==> config.mk <==
export PLATFORM = sky130hd
export DESIGN_NAME = hand_tx_arb
export DESIGN_NICKNAME = d
export VERILOG_FILES = /design/src/rtl/hand_tx_arb.sv
export SDC_FILE = /design/constraint.sdc
export NUM_CORES = 1
export LEC_CHECK = 0
export CORE_AREA = 4 4 53 67
export DETAILED_ROUTE_END_ITERATION = 10
export DIE_AREA = 0 0 57 71
export PLACE_DENSITY = 0.79
export SYNTH_ARGS = -nofsm -noshare
export SYNTH_HDL_FRONTEND = slang
export SYNTH_SLANG_ARGS = --single-unit
==> constraint.sdc <==
create_clock -name tx_clk -period 3.91 [get_ports tx_clk]
set_clock_uncertainty 0.2 [all_clocks]
set_input_delay 0.391 -clock tx_clk [delete_from_list [all_inputs] [get_ports tx_clk]]
set_output_delay 0.391 -clock tx_clk [all_outputs]
set_load 0.005 [all_outputs]
==> src/rtl/hand_tx_arb.sv <==
// rtl/hand_tx_arb.sv - round-robin byte arbiter driving a 4-phase req/ack link
// Optional handshake phase timeout is built when HAND_ARB_TIMEOUT_EN is defined.
module hand_tx_arb #(
  parameter int NUM_SRC = 4,
  parameter int DATA_W  = 8,
  parameter int TIMEOUT = 255
) (
  input  logic                        tx_clk,
  input  logic                        reset,
  input  logic [NUM_SRC-1:0]          src_valid,
  input  logic [NUM_SRC*DATA_W-1:0]   src_data,
  output logic [NUM_SRC-1:0]          src_ready,
  input  logic                        ack,
  output logic                        req,
  output logic [DATA_W-1:0]           tx_data_out,
  output logic [$clog2(NUM_SRC)-1:0]  grant_id,
  output logic                        busy,
  output logic                        err
);

  localparam int ID_W = $clog2(NUM_SRC);

  typedef enum logic [1:0] {IDLE, SETUP, WAIT_ACK, WAIT_REL} state_t;

  state_t              state, state_nxt;
  logic                ack_meta, ack_s;
  logic [NUM_SRC-1:0]  rr_ptr, rr_ptr_nxt;
  logic                req_nxt;
  logic [DATA_W-1:0]   data_nxt;
  logic [ID_W-1:0]     grant_nxt;
  logic                win_found;
  logic [ID_W-1:0]     win_idx;
  logic [DATA_W-1:0]   win_data;
  logic                grant;

  always_ff @(posedge tx_clk or posedge reset) begin
    if (reset) begin
      ack_meta <= 1'b0;
      ack_s    <= 1'b0;
    end else begin
      ack_meta <= ack;
      ack_s    <= ack_meta;
    end
  end

  // Smallest offset k from rr_ptr wins: later (smaller) k overwrites earlier ones.
  always_comb begin
    win_found = 1'b0;
    win_idx   = '0;
    for (int k = NUM_SRC - 1; k >= 0; k--) begin
      for (int i = 0; i < NUM_SRC; i++) begin
        if (src_valid[i] && ((32'(rr_ptr) + 32'(k)) % 32'(NUM_SRC)) == 32'(i)) begin
          win_found = 1'b1;
          win_idx   = ID_W'(i);
        end
      end
    end
  end

  always_comb begin
    win_data = '0;
    for (int i = 0; i < NUM_SRC; i++) begin
      if (win_idx == ID_W'(i)) win_data = src_data[i*DATA_W +: DATA_W];
    end
  end

  // A stale ack still visible after the last release blocks new grants.
  assign grant = !reset && (state == IDLE) && !ack_s && win_found;

  always_comb begin
    src_ready = '0;
    for (int i = 0; i < NUM_SRC; i++) begin
      src_ready[i] = grant && (win_idx == ID_W'(i));
    end
  end

  assign busy = (state != IDLE);

`ifdef HAND_ARB_TIMEOUT_EN
  localparam int CNT_W = $clog2(TIMEOUT + 1);
  localparam logic [CNT_W-1:0] CNT_LAST = CNT_W'(TIMEOUT - 1);

  logic [CNT_W-1:0] phase_cnt;
  logic             err_nxt;
  logic             phase_expired;

  assign phase_expired = (phase_cnt == CNT_LAST);

  always_ff @(posedge tx_clk or posedge reset) begin
    if (reset) begin
      phase_cnt <= '0;
      err       <= 1'b0;
    end else begin
      err <= err_nxt;
      if (state_nxt != state)
        phase_cnt <= '0;
      else if (state == WAIT_ACK || state == WAIT_REL)
        phase_cnt <= phase_cnt + 1'b1;
    end
  end
`else
  // Constant 0; TIMEOUT only matters when the phase counter is built.
  assign err = (TIMEOUT < 0);
`endif

  always_comb begin
    state_nxt  = state;
    req_nxt    = req;
    data_nxt   = tx_data_out;
    grant_nxt  = grant_id;
    rr_ptr_nxt = rr_ptr;
`ifdef HAND_ARB_TIMEOUT_EN
    err_nxt    = 1'b0;
`endif
    case (state)
      IDLE: begin
        if (grant) begin
          state_nxt  = SETUP;
          data_nxt   = win_data;
          grant_nxt  = win_idx;
          rr_ptr_nxt = (win_idx == ID_W'(NUM_SRC - 1)) ? '0
                                                       : NUM_SRC'(win_idx) + NUM_SRC'(1);
        end
      end
      SETUP: begin
        state_nxt = WAIT_ACK;
        req_nxt   = 1'b1;
      end
      WAIT_ACK: begin
        if (ack_s) begin
          req_nxt   = 1'b0;
          state_nxt = WAIT_REL;
        end
`ifdef HAND_ARB_TIMEOUT_EN
        else if (phase_expired) begin
          req_nxt   = 1'b0;
          err_nxt   = 1'b1;
          state_nxt = WAIT_REL;
        end
`endif
      end
      WAIT_REL: begin
        if (!ack_s) begin
          state_nxt = IDLE;
        end
`ifdef HAND_ARB_TIMEOUT_EN
        else if (phase_expired) begin
          err_nxt   = 1'b1;
          state_nxt = IDLE;
        end
`endif
      end
      default: state_nxt = IDLE;
    endcase
  end

  always_ff @(posedge tx_clk or posedge reset) begin
    if (reset) begin
      state       <= IDLE;
      req         <= 1'b0;
      tx_data_out <= '0;
      grant_id    <= '0;
      rr_ptr      <= '0;
    end else begin
      state       <= state_nxt;
      req         <= req_nxt;
      tx_data_out <= data_nxt;
      grant_id    <= grant_nxt;
      rr_ptr      <= rr_ptr_nxt;
    end
  end

endmodule

==> metrics.csv, run 1 <==
stage,metric,value,unit
place,place_ws,609,ps
synthesis,ys_seq_elements,17,
power,comb_power_share,0.598,
worst_setup_path,endpoint_kind,output port,
clocking,insertion_delay,300,ps
sta,rsz0062_at_grt,false,
finish,diodes,0,
synthesis,yosys_most_used_dff,dfrtp_1,
sta,tightestPinTransition,635,ps
synthesis,synth_cell_types,36,
sta,slew_headroom,0.576,
floorplanning,die_h,71,um
synthesis,synth_edf_count,0,
sta,finalCritPeriodShare,0.847,
synthesis,ys_top_cells_by_area,"dfrtp_1 (35%), ha_1 (8.1%), a21oi_1 (6.9%)",
power,leakagePower,0.000766,uW
sta,final.setup.worst_slack,598,ps
finish,layout.nets,238,
floorplanning,initial_core_util,0.422,
sta,drv_slew,0,
clocking,cts_tree,built,
clocking,max-clock-path-buffers,2,
synthesis,synth_top_area_frac,0.346,
worst_setup_path,critical_path_class,primary input to output port,
floorplanning,design.die.area,4050,um2
grt,grt.overflow.total,0,
place,numPortBuffers,54,
worst_setup_path,critPathRequiredTime,3320,ps
finish,register_area,425,um2
routing,firstDrtPassIters,4,
power,p_switching,404,uW
floorplanning,die_w,57,um
floorplanning,ios,56,
synthesis,synthCells,138,
clocking,htreeDepth,1,
clocking,cts_setup_buffers,0,
clocking,clk_pin_slew,100,ps
synthesis,yosys-top-cells-count,"a21oi_1 (17), dfrtp_1 (17), inv_1 (16)",
routing,drc,0,
power,p_seq_frac,0.308,
worst_setup_path,cp-start-kind,primary input,
place,routabilityCongestion,0.886,
synthesis,syn-cell-area,1230,um2
clocking,clock-sinks,17,
routing,routed_wl,3400,um
grt,antenna_found_initial,0,
sta,max_freq,302,MHz
floorplanning,rows,22,
synthesis,synth_top_area_cell,dfrtp_1,
sta,timing.final.crit_period,3310,ps
synthesis,avgSynthCellArea,8.92,um2
routing,via_per_inst,5.75,
clocking,cts_root_buf,clkbuf_4,
place,dpl.hpwl,2740,um
worst_setup_path,arrival,2720,ps
synthesis,synthArstFlopShare,1.00,
grt,grt_pass1_wl,5650,um
synthesis,yosys_warnings,0,
finish,syn2layout_area_growth,47.9,%
finish,multi_input_area,692,um2
power,peakVddDrop,0.288,mV
power,internal_power,628,uW
grt,grt_max_degree,18,
clocking,cts-resized-gates,0,
finish,fillers,277,
sta,hold_viol,0,
flow_run,cap_violations,0,
grt,track_usage,0.172,
synthesis,syn_nets,185,
sta,tns,0,ps
clocking,cts_buffers,3,
routing,num_vias,1299,
floorplanning,design.core.area,2920,um2
power,clkPwrFrac,0.094,
routing,wl_per_cell,15.1,um
grt,grt_pass1_vias,1312,
worst_setup_path,worst-path-max-fanout,9,
worst_hold_path,holdCritPathClass,flop to flop,
power,power_density,567,nW/um2
routing,postRouteAntennaNets,0,
sta,setup-violations-final,0,
clocking,postCtsHoldBufs,0,
power,p_sw_frac,0.392,
routing,drtIter0Drc,44,
finish,layout-drive-gt1-share,0.0737,
run_status,outcome,finished clean,
synthesis,ys_seq_area_frac,0.346,
## sequential cells by signal, indices dropped and copies added (netlist names)
register	cells
tx_data_out	8
grant_id	2
ack_s	1
req	1
ack_meta	1
rr_ptr	2
state	2
## kinds of logic (layout without fill, tap and decap cells)
kind of cell               after synthesis  after routing  share of synthesized area
other                                    1              1                    0.00305
muxes                                    4              4                     0.0346
DFF                                     17             17                      0.346
and+or+nand+nor                         35             35                      0.183
adders and majority gates                8              8                     0.0813
buffers and inverters                   26             78                     0.0925
AOI/OAI and AO/OA                       47             47                      0.260
## layout by cell type (no fill, tap or decap), types with 2 or more instances in the layout
cell             count
a221o_1              8
nor3_1               3
nand2_1             10
clkbuf_4             3
inv_1               16
a31oi_1              8
clkdlybuf4s50_1     54
and3_1               4
dfrtp_1             17
nor3b_1              2
nand3b_1             8
a21oi_1             17
o21ai_0              4
a211oi_1             2
mux2i_1              2
o22ai_1              2
mux2_2               2
ha_1                 8
buf_4                4
## worst paths after layout
kind	startpoint	end	slack, ps	cells after the start
worst max-delay path	src_valid[1]	src_ready[0]	600	7
worst min-delay path	ack_meta	ack_s	160	0
worst max register to register	rr_ptr[1]	tx_data_out[6]	1400	8
worst min register to register	ack_meta	ack_s	160	0
max in group asynchronous	reset	ack_meta	2750	2
min in group asynchronous	reset	state[0]	350	2
## stage by stage
stage / hold WS [ps] / instances / cell area, um2 / util / power, uW
4_1_cts: 173 / 226 / 1820 / 0.624 / 1040
3_5_place_dp: 148 / 222 / 1790 / 0.614 / 941
5_1_grt: 190 / 226 / 1820 / 0.624 / 1120
2_1_floorplan: 117 / 138 / 1230 / - / 665
6_report: 165 / 226 / 1820 / 0.624 / 1030
3_3_place_gp: 145 / 222 / 1790 / 0.614 / 909
## layout make-up
class                           instances  share of cell area
Clock buffer                            3              0.0124
Clock inverter                          1             0.00275
Inverter                               16              0.0330
Multi-Input combinational cell         95               0.380
Sequential cell                        17               0.234
Tap cell                               36              0.0247
Timing Repair Buffer                   58               0.313
## layer usage
layer,share of wire,track usage
met5,0,0
met4,0.023,0.0747
met3,0.087,0.0401
met2,0.49,0.300
met1,0.40,0.198
## power by group through the flow
stage | clock (uW) | sequential, uW | combinational (uW)
3_3_place_gp | 0 | 316 | 593
5_1_grt | 105 | 329 | 686
6_report | 97.0 | 318 | 618
3_5_place_dp | 0 | 320 | 621
4_1_cts | 97.0 | 318 | 623
2_1_floorplan | 0 | 312 | 353
## worst max-delay path: stages
cell	delay [ps]
clkdlybuf4s50_1	600
a21bo_2	260
a221oi_2	380
inv_1	120
ha_1	330
and3_1	200
clkdlybuf4s50_1	440
(Power assumes the default switching activity.)
==> run 2: changes to the inputs <==
==> config.mk (replaced) <==
export PLATFORM = sky130hd
export DESIGN_NAME = hand_tx_arb
export DESIGN_NICKNAME = d
export VERILOG_FILES = /design/src/rtl/hand_tx_arb.sv
export SDC_FILE = /design/constraint.sdc
export NUM_CORES = 1
export LEC_CHECK = 0
export CORE_AREA = 4 4 55 69
export DETAILED_ROUTE_END_ITERATION = 10
export DIE_AREA = 0 0 59 73
export PLACE_DENSITY = 0.74
export SYNTH_ARGS = -nofsm -noshare
export SYNTH_HDL_FRONTEND = slang
export SYNTH_SLANG_ARGS = --single-unit
==> constraint.sdc (replaced) <==
create_clock -name tx_clk -period 3.06 [get_ports tx_clk]
set_clock_uncertainty 0.2 [all_clocks]
set_input_delay 0.306 -clock tx_clk [delete_from_list [all_inputs] [get_ports tx_clk]]
set_output_delay 0.306 -clock tx_clk [all_outputs]
set_load 0.005 [all_outputs]
==> run 2 against run 1 <==
Clock-buffer cell count did not move. Clock power rose by 68%. Utilization is 2.8 points lower. First-iteration DRC count fell by 2.3%.
==> metrics.csv, run 2 (synthesized netlist as in run 1, its figures left out) <==
stage,metric,value,unit,change
finish,design_area,1890,um2,was 1820 um2
worst_setup_path,cp-start-kind,primary input,,unchanged
floorplanning,die_w,59,um,was 57 um
worst_setup_path,arrival,2390,ps,was 2720 ps
clocking,insertion_delay,250,ps,was 300 ps
worst_hold_path,hold_depth,0,,unchanged
grt,grt_pass1_vias,1384,,"was 1,312"
power,peakVddDrop,0.399,mV,was 0.288 mV
place,placed_area,1820,um2,was 1790 um2
worst_setup_path,reg2reg_slack,600,ps,was 1400 ps
finish,multi_input_area,708,um2,was 692 um2
worst_setup_path,r2r-start,rr_ptr[1],,unchanged
power,p_seq_frac,0.294,,was 0.308
clocking,cts_root_buf,clkbuf_8,,was clkbuf_4
place,place_ws,67.1,ps,was 609 ps
routing,routed_wl,3620,um,was 3400 um
floorplanning,rows,23,,was 22
clocking,cts_buffers,3,,unchanged
worst_hold_path,hold_end,ack_s,,unchanged
floorplanning,design.core.area,3170,um2,was 2920 um2
routing,num_vias,1268,,"was 1,299"
power,p_sw_frac,0.382,,was 0.392
floorplanning,design.die.area,4310,um2,was 4050 um2
flow_run,cap_violations,0,,unchanged
finish,layout.nets,242,,was 238
routing,wl_per_cell,15.7,um,was 15.1 um
worst_setup_path,r2r-end,tx_data_out[3],,was tx_data_out[6]
sta,max_freq,345,MHz,
finish,regMostFlops,tx_data_out,,unchanged
power,internal_power,861,uW,was 628 uW
clocking,cts_tree,built,,unchanged
run_status,outcome,finished clean,,unchanged
sta,slew_headroom,0.571,,was 0.576
sta,drv_slew,0,,unchanged
worst_hold_path,hp-start,ack_meta,,unchanged
finish,register_area,425,um2,unchanged
sta,timing.final.crit_period,2890,ps,
power,leakagePower,0.000799,uW,was 0.000766 uW
grt,grt_max_degree,18,,unchanged
clocking,htreeDepth,1,,unchanged
sta,rsz0062_at_grt,false,,unchanged
routing,via_per_inst,5.49,,was 5.75
floorplanning,ios,56,,unchanged
routing,drc,0,,unchanged
power,comb_power_share,0.589,,was 0.598
place,routabilityCongestion,0.835,,was 0.886
worst_setup_path,crit_path_top_delay_cell,clkdlybuf4s50_1,,unchanged
floorplanning,initial_core_util,0.389,,was 0.422
power,p_switching,532,uW,was 404 uW
grt,antenna_found_initial,0,,unchanged
worst_setup_path,cp_top_family,buffers and inverters,,unchanged
place,dpl.hpwl,2930,um,was 2740 um
floorplanning,die_h,73,um,was 71 um
sta,finalCritPeriodShare,0.946,,
finish,final_common_cell,clkdlybuf4s50_1,,unchanged
worst_setup_path,crit_path_frequent_cell,clkdlybuf4s50_1,,unchanged
clocking,cts_setup_buffers,0,,unchanged
power,finalPower,1390,uW,was 1030 uW
routing,firstDrtPassIters,4,,unchanged
routing,drtIter0Drc,43,,was 44
finish,largest_reg_flops,8,,unchanged
worst_setup_path,worst-path-max-fanout,6,,was 9
sta,tns,0,ps,unchanged
worst_setup_path,critical_path.max_stage_delay,570,ps,was 600 ps
worst_setup_path,r2r_cells,8,,unchanged
worst_setup_path,critical_path_class,primary input to output port,,unchanged
finish,diodes,0,,unchanged
grt,grt.overflow.total,0,,unchanged
finish,layout-drive-gt1-share,0.0979,,was 0.0737
clocking,clock-sinks,17,,unchanged
sta,hold_viol,0,,unchanged
worst_setup_path,endpoint_kind,output port,,unchanged
clocking,clk_pin_slew,60,ps,was 100 ps
sta,final.setup.worst_slack,166,ps,was 598 ps
finish,fillers,287,,was 277
routing,postRouteAntennaNets,0,,unchanged
clocking,max-clock-path-buffers,2,,unchanged
worst_setup_path,timing.critical_path.cells,"clkdlybuf4s50_1, nor3b_2, or3_1, ha_1, and3_1, clkdlybuf4s50_1",,"was clkdlybuf4s50_1, a21bo_2, a221oi_2, inv_1, ha_1, and3_1, clkdlybuf4s50_1"
worst_setup_path,critPathRequiredTime,2550,ps,was 3320 ps
sta,tightestPinTransition,642,ps,was 635 ps
worst_hold_path,holdCritPathClass,flop to flop,,unchanged
finish,syn2layout_area_growth,53.3,%,was 47.9%
grt,track_usage,0.180,,was 0.172
place,numPortBuffers,54,,unchanged
grt,grt_pass1_wl,6080,um,was 5650 um
power,clkPwrFrac,0.117,,was 0.094
worst_setup_path,crit_buf_inv,2,,was 3
power,power_density,738,nW/um2,was 567 nW/um2
finish,layout_common_cells,"clkdlybuf4s50_1 (54), a21oi_1 (17), dfrtp_1 (17)",,unchanged
sta,setup-violations-final,0,,unchanged
run 2: cell types whose count changed in the layout (fill, tap and decap cells not counted):
cell	change
a221oi_2	-1
a221oi_4	+1
buf_4	+4
clkbuf_4	-3
clkbuf_8	+3
nor3b_1	-1
nor3b_2	+1
o21ai_0	-1
o21ai_1	+1
run 2: area by class of cell:
type	instances	share of cell area
flip-flops and latches	17	0.225
multi-input cells	95	0.375
clock buffers	3	0.0219
well taps	37	0.0245
repair buffers	62	0.318
clock inverters	1	0.00265
inverters	16	0.0318
run 2: timing repair:
| action | CTS | global route |
|---|---|---|
| endpoints found under the setup margin | 0 | 2 |
| gates resized for setup | 0 | 3 |
| hold buffers | 0 | 0 |
run 2: power groups by stage:
| stage | logic, uW | clock network, uW | registers (uW) |
|---|---|---|---|
| 4_1_cts | 808 | 166 | 407 |
| 2_1_floorplan | 452 | 0 | 398 |
| 5_1_grt | 901 | 183 | 426 |
| 3_3_place_gp | 772 | 0 | 403 |
| 3_5_place_dp | 801 | 0 | 410 |
| 6_report | 820 | 163 | 410 |
run 2: how the worst max path moves through the flow:
stage / from / endpoint / slack, ps / depth (start not counted)
5_1_grt: src_valid[1] / src_ready[1] / 50 / 8
2_1_floorplan: rr_ptr[1] / src_ready[3] / 690 / 6
3_3_place_gp: src_valid[0] / src_ready[1] / 130 / 6
4_1_cts: src_valid[0] / src_ready[1] / 50 / 6
6_report: src_valid[0] / src_ready[1] / 170 / 6
3_5_place_dp: src_valid[0] / src_ready[1] / 70 / 6
run 2: metal layers:
layer / global-route usage / vias to the layer above / share of wire
li1: - / 619 / -
met1: 0.185 / 601 / 0.37
met2: 0.348 / 46 / 0.56
met3: 0.0283 / 2 / 0.054
met4: 0.0756 / 0 / 0.0094
met5: 0 / - / 0
run 2: metrics by stage:
step	util	instances	hold WS, ps
after global placement	0.576	227	139
after floorplan	-	138	32.1
final	0.596	231	152
after CTS	0.591	231	155
after detailed placement	0.576	227	140
after global routing	0.596	231	174
